--- src/rtl/vga_scan.sv ---
// rtl/vga_scan.sv - 640x480 raster timing generator with latency-aligned sync and RGB output stage
module vga_scan #(
    parameter int          H_ACTIVE = 640,
    parameter int          H_FP     = 16,
    parameter int          H_SYNC   = 96,
    parameter int          H_BP     = 48,
    parameter int          V_ACTIVE = 480,
    parameter int          V_FP     = 10,
    parameter int          V_SYNC   = 2,
    parameter int          V_BP     = 33,
    parameter int          PIX_LAT  = 1,
    parameter logic [11:0] FG_COLOR = 12'hFFF,
    parameter logic [11:0] BG_COLOR = 12'h000
) (
    input  logic        clk,
    input  logic        rst,
    input  logic        pixel_in,
    output logic [9:0]  x,
    output logic [9:0]  y,
    output logic        newframe,
    output logic        active,
    output logic        hsync,
    output logic        vsync,
    output logic [11:0] rgb
);

    localparam logic [9:0] H_ACT    = 10'(H_ACTIVE);
    localparam logic [9:0] H_LAST   = 10'(H_ACTIVE + H_FP + H_SYNC + H_BP - 1);
    localparam logic [9:0] HS_FIRST = 10'(H_ACTIVE + H_FP);
    localparam logic [9:0] HS_LAST  = 10'(H_ACTIVE + H_FP + H_SYNC - 1);
    localparam logic [9:0] V_ACT    = 10'(V_ACTIVE);
    localparam logic [9:0] V_PRE    = 10'(V_ACTIVE - 1);
    localparam logic [9:0] V_LAST   = 10'(V_ACTIVE + V_FP + V_SYNC + V_BP - 1);
    localparam logic [9:0] VS_FIRST = 10'(V_ACTIVE + V_FP);
    localparam logic [9:0] VS_LAST  = 10'(V_ACTIVE + V_FP + V_SYNC - 1);

    logic [9:0]  r_x;
    logic [9:0]  r_y;
    logic        r_newframe;
    logic        r_hsync;
    logic        r_vsync;
    logic [11:0] r_rgb;
    logic [2:0]  r_dly [PIX_LAT];

    logic        w_active;
    logic        w_hs_raw;
    logic        w_vs_raw;
    logic        w_line_end;
    logic [2:0]  w_dly_out;

    assign w_line_end = (r_x == H_LAST);
    assign w_active   = (r_x < H_ACT) && (r_y < V_ACT);
    assign w_hs_raw   = (r_x >= HS_FIRST) && (r_x <= HS_LAST);
    assign w_vs_raw   = (r_y >= VS_FIRST) && (r_y <= VS_LAST);
    assign w_dly_out  = r_dly[PIX_LAT-1];

    always_ff @(posedge clk or negedge rst) begin
        if (!rst) begin
            r_x        <= '0;
            r_y        <= '0;
            r_newframe <= 1'b0;
        end else begin
            r_x <= w_line_end ? 10'd0 : r_x + 10'd1;
            if (w_line_end) begin
                r_y <= (r_y == V_LAST) ? 10'd0 : r_y + 10'd1;
            end
            // Pulse lands on the cycle where the counters read x=0, y=V_ACTIVE
            r_newframe <= w_line_end && (r_y == V_PRE);
        end
    end

    // {active, hs_raw, vs_raw} delayed to line up with the renderer's answer
    always_ff @(posedge clk or negedge rst) begin
        if (!rst) begin
            for (int i = 0; i < PIX_LAT; i++) begin
                r_dly[i] <= 3'b000;
            end
        end else begin
            r_dly[0] <= {w_active, w_hs_raw, w_vs_raw};
            for (int i = 1; i < PIX_LAT; i++) begin
                r_dly[i] <= r_dly[i-1];
            end
        end
    end

    always_ff @(posedge clk or negedge rst) begin
        if (!rst) begin
            r_hsync <= 1'b1;
            r_vsync <= 1'b1;
            r_rgb   <= 12'h000;
        end else begin
            r_hsync <= ~w_dly_out[1];
            r_vsync <= ~w_dly_out[0];
            // pixel_in is only looked at inside the visible area
            r_rgb   <= w_dly_out[2] ? (pixel_in ? FG_COLOR : BG_COLOR) : 12'h000;
        end
    end

    assign x        = r_x;
    assign y        = r_y;
    assign newframe = r_newframe;
    assign active   = w_active;
    assign hsync    = r_hsync;
    assign vsync    = r_vsync;
    assign rgb      = r_rgb;

endmodule

--- config.mk ---
export PLATFORM = sky130hd
export DESIGN_NAME = vga_scan
export DESIGN_NICKNAME = d
export VERILOG_FILES = /design/src/rtl/vga_scan.sv
export SDC_FILE = /design/constraint.sdc
export NUM_CORES = 1
export LEC_CHECK = 0
export ABC_AREA = 1
export BUFFER_PORTS_ARGS = -buffer_cell sky130_fd_sc_hd__buf_2
export CAP_MARGIN = 0
export CORE_ASPECT_RATIO = 1.75
export CORE_MARGIN = 8
export CORE_UTILIZATION = 55
export DETAILED_ROUTE_END_ITERATION = 16
export HOLD_SLACK_MARGIN = 0.05
export PLACE_DENSITY_LB_ADDON = 0.15
export RECOVER_POWER = 100
export SKIP_LAST_GASP = 1
export SYNTH_ARGS = -nofsm -noshare
export SYNTH_HDL_FRONTEND = slang
export SYNTH_SLANG_ARGS = --single-unit
--- constraint.sdc ---
create_clock -name clk -period 2.5 [get_ports clk]
set_clock_uncertainty 0.1 [all_clocks]
set_input_delay 0.125 -clock clk [delete_from_list [all_inputs] [get_ports clk]]
set_output_delay 0.125 -clock clk [all_outputs]
set_load 0.02 [all_outputs]
# == Word-level counts from Yosys, hierarchy flattened ==
# Index checks and enable logic that the tools add are counted.
# op_classes
magnitude_cmp,6
bitwise_logic,2
add_sub_neg,2
reduce_logical,4
mux,4
eq_ne,3
# ops
operator,count
12-bit two-way mux,2
10-bit by 1-bit adder with 10-bit output (second input constant),2
10-bit == test (second input constant),2
10-bit two-way mux,2
10-bit by 9-bit == test with 1-bit output (second input constant),1
10-bit >= comparator (second input constant),1
10-bit by 9-bit >= comparator with 1-bit output (second input constant),1
10-bit less-or-equal comparator (second input constant),1
10-bit by 9-bit less-or-equal comparator with 1-bit output (second input constant),1
10-bit < comparator (second input constant),1
10-bit by 9-bit < comparator with 1-bit output (second input constant),1
1-bit logical AND,4
1-bit inverter,2
# word_totals
regBits,38
elab_cells,28
input_bits,3
output_inout_bits,36

# == Logic depth before layout (Yosys ltp) ==
# logic_depth
ltp_word,2
depth_mapped,9
ltp_nobuf,9

# == Least setup slack after synthesis ==
# Ideal clock, no wire load.
# synth_timing
kind,register to register
startpoint,register r_x[0] (netlist: x[0])
endpoint,register r_newframe (netlist: newframe)
arrival_time_ps,1438
n_path_buf,1
required_time_ps,2330
path_stages_with_launch,9
setup_ps,70
setup_slack_ps,892
path_cell_list,dfrtp_1 -> ha_1 -> nand2_2 -> nor2_4 -> nand2_2 -> nor2_8 -> buf_8 -> nand3_2 -> nor2_2
# synth_between
elab_chain_len,2
# synth_lines
item,line,rtl
start: declaration,37,logic [9:0] r_x;
start signal: assignment,63,r_x <= w_line_end ? 10'd0 : r_x + 10'd1;
10-bit == test,51,assign w_line_end = (r_x == H_LAST);
1-bit logical AND,68,r_newframe <= w_line_end && (r_y == V_PRE);
end signal: assignment,68,
end: declaration,39,logic r_newframe;
# No other way between the ends.
# A chain may end at the register's enable or synchronous reset.

# == Final worst setup path ==
# layout_timing
startpoint,register r_y[7] (netlist: y[7])
endpoint,output active
# layout_between
elab_chain_len,2
# layout_lines
item,line,rtl
start: declaration,38,logic [9:0] r_y;
start signal: assignment,65,r_y <= (r_y == V_LAST) ? 10'd0 : r_y + 10'd1;
10-bit by 9-bit < comparator with 1-bit output,52,assign w_active = (r_x < H_ACT) && (r_y < V_ACT);
1-bit logical AND,52,
end: declaration,21,"output logic active,"
# No other way between the ends.

==> flow_summary.toml <==
[cts]
cts_root_buf = "clkbuf_8"
cts_resized = 0
cts_buffer_depth = 2
cts.clk_slew.worst_paths_ns = 0.10
htreeDepth = 1
numCtsBuffers = 3
cts_tree = "done"
cts_sinks = 27
clkLatencyLatePin_ns = 0.27

[timing]
slew_headroom_pct = 6.20
worst_pin_slew_ns = 1.41
fin_crit_sh_pct = 72.8
maxSlewViolCount = 0
final-hold-violation-count = 0
fin_hold_ws_ns = 0.259
fin_crit_ns = 1.82
rsz0062_at_grt = "no"
setup_viol = 0
fmax_mhz = 549
fin_tns_setup_ns = 0

[setup_path]
worst_setup_path_start_kind = "register"
end_kind = "primary output"
rrSetupSlack_ns = 0.77
r2r-end = "y[6]"
crit_type = "reg2out"
reg2reg_from = "x[0]"
r2r_cells = 8
crit_fanout = 6
worstPathRequired_ns = 2.28
critPathArrivalTime_ns = 1.60

[floorplanning]
top_level_ports = 39
start_util_pct = 56.8
dieArea_mm2 = 0.00474
die-height_um = 85.3
core_area_mm2 = 0.00266
rows = 25
dieWidth_um = 55.6

[finish]
stdcell_area_mm2 = 0.00165
nets = 231
seq_area_um2 = 678
fillers = 267
diodes = 0
final_cell_mix = "nand2_1, clkbuf_1, nor2_1"
final_cells = 250
multiInputGateArea_um2 = 614
final_common_cell = "nand2_1"
area_growth_pct = 9.04
final_layout_size_suffix_gt1_share_pct = 5.83

[status]
status = "completed"

[placed_design]
routabilityCongestion = 0.860
dp_cells = 244
portBuffers = 38
dp.final_hpwl_um = 2680
place_area_mm2 = 0.00164

[routing]
drtIter0Drc = 31
drc = 0
via_count = 1266
first_pass_iters = 4
routed_wirelength_um = 3410
vias_per_cell = 5.06
ant_nets = 0
wl_per_cell_um = 13.6

[yosys]
syn-cell-area_mm2 = 0.00151
synth_enable_flop_cells = 0
yosys_warnings = 0
synth_ff_type = "dfrtp_1"
synth_fp_nets = 198
yosysSeqAreaShare_pct = 44.9
yosysUniqueCellTypes = 24
avgSynthCellArea_um2 = 7.90
ys_ff_latch = 27
async_flop_share_pct = 100
netlist_instances = 191

[grt]
antenna_found_initial = 0
grt_pass1_wl_um = 5640
first_global_vias = 1288
track_usage_pct = 14.2
grt_overflow = 0
grt_max_degree = 28

[power_and_ir_drop]
power_mw = 0.718
power.density_mw_per_mm2 = 437
p_sw_mw = 0.162
swShare_pct = 22.6
total_leakage_power_nw = 0.797
p_seq_share_pct = 61.2
internal-power_mw = 0.556
comb_power_share_pct = 4.6
vdd_ir_drop_max_v = 0.000292
clkPwrFrac_pct = 34.3

[min_path]
hp-class = "reg2reg"
hold_path_depth = 1
min-delay-start = "r_dly[1]"
hold_end = "hsync"

[run]
maxCapViolCount = 0
-- flip-flops by register name (all words and copies together) (netlist names) --
name      cells
x            10
y            10
r_dly         3
hsync         1
newframe      1
rgb           1
vsync         1
-- critical path: stages, from the launching register on --
cell      delay, ns
dfrtp_1        0.47
nand4_1        0.18
nand2_1        0.08
nor3_1         0.32
clkbuf_1       0.28
-- power groups by stage --
stage	sequential, mW	combinational (mW)	clock, mW
2_1_floorplan	0.449	0.0257	0
3_3_place_gp	0.447	0.0344	0
3_5_place_dp	0.448	0.0346	0
4_1_cts	0.439	0.0371	0.251
5_1_grt	0.440	0.0359	0.263
6_report	0.439	0.0327	0.246
-- synth_stat cells (all sizes together), types with 2 or more instances --
cell type | number | share of area [%]
a21oi | 4 | 1.3
buf | 12 | 6.5
dfrtp | 25 | 41
dfstp | 2 | 3.5
ha | 4 | 3.3
inv | 29 | 7.2
nand2 | 43 | 11
nand3 | 13 | 5.0
nand4 | 3 | 1.2
nor2 | 35 | 11
nor3 | 6 | 2.3
o21ai | 8 | 2.7
xor2 | 4 | 2.3
-- worst max-delay path by stage --
stage	from	end	slack, ns	depth (start not counted)
3_5_place_dp	x[0]	y[6]	0.83	9
3_3_place_gp	x[0]	y[6]	0.90	8
2_1_floorplan	x[0]	newframe	0.89	8
6_report	y[7]	active	0.68	4
4_1_cts	y[7]	active	0.67	4
5_1_grt	rst	y[9]	0.55	2
-- per-layer routing --
| metal | GRT usage, % | routed length [µm] |
|---|---|---|
| met5 | 0 | 0 |
| met4 | 7.21 | 57 |
| met3 | 2.99 | 168 |
| met2 | 26.0 | 1830 |
| met1 | 14.5 | 1350 |
-- cells by family (layout without fill, tap and decap cells) --
kind of cell | after synthesis | in the layout | share of synthesized area, %
AND/OR/NAND/NOR | 101 | 101 | 30.7
buffers and inverters | 41 | 73 | 13.7
flip-flops | 27 | 27 | 44.9
AO/OA/AOI/OAI | 13 | 13 | 4.48
XOR/XNOR | 5 | 5 | 2.90
adder cells (fa/ha/maj) | 4 | 4 | 3.32
-- what timing repair did --
item | in CTS | in global routing
buffers inserted | 0 | 0
endpoints found under the setup margin | 0 | 0
hold buffers | 2 | 0
endpoints found under the hold margin | 26 | 0
-- area by class of cell --
cell class,count,area share (%)
clock buffer,3,2.51
clock inverter,1,0.304
timing repair buffer,40,9.96
tap,27,2.05
multi-input combinational,123,37.3
inverter,29,6.62
sequential,27,41.2
-- per-stage QoR --
step                util, %  setup WS (ns)
floorplan                 -          0.892
global placement       61.5          0.897
detailed placement     61.5          0.827
CTS                    64.0          0.675
global route           61.9          0.552
finish                 61.9          0.679
Power figures use the tool's default switching activity.
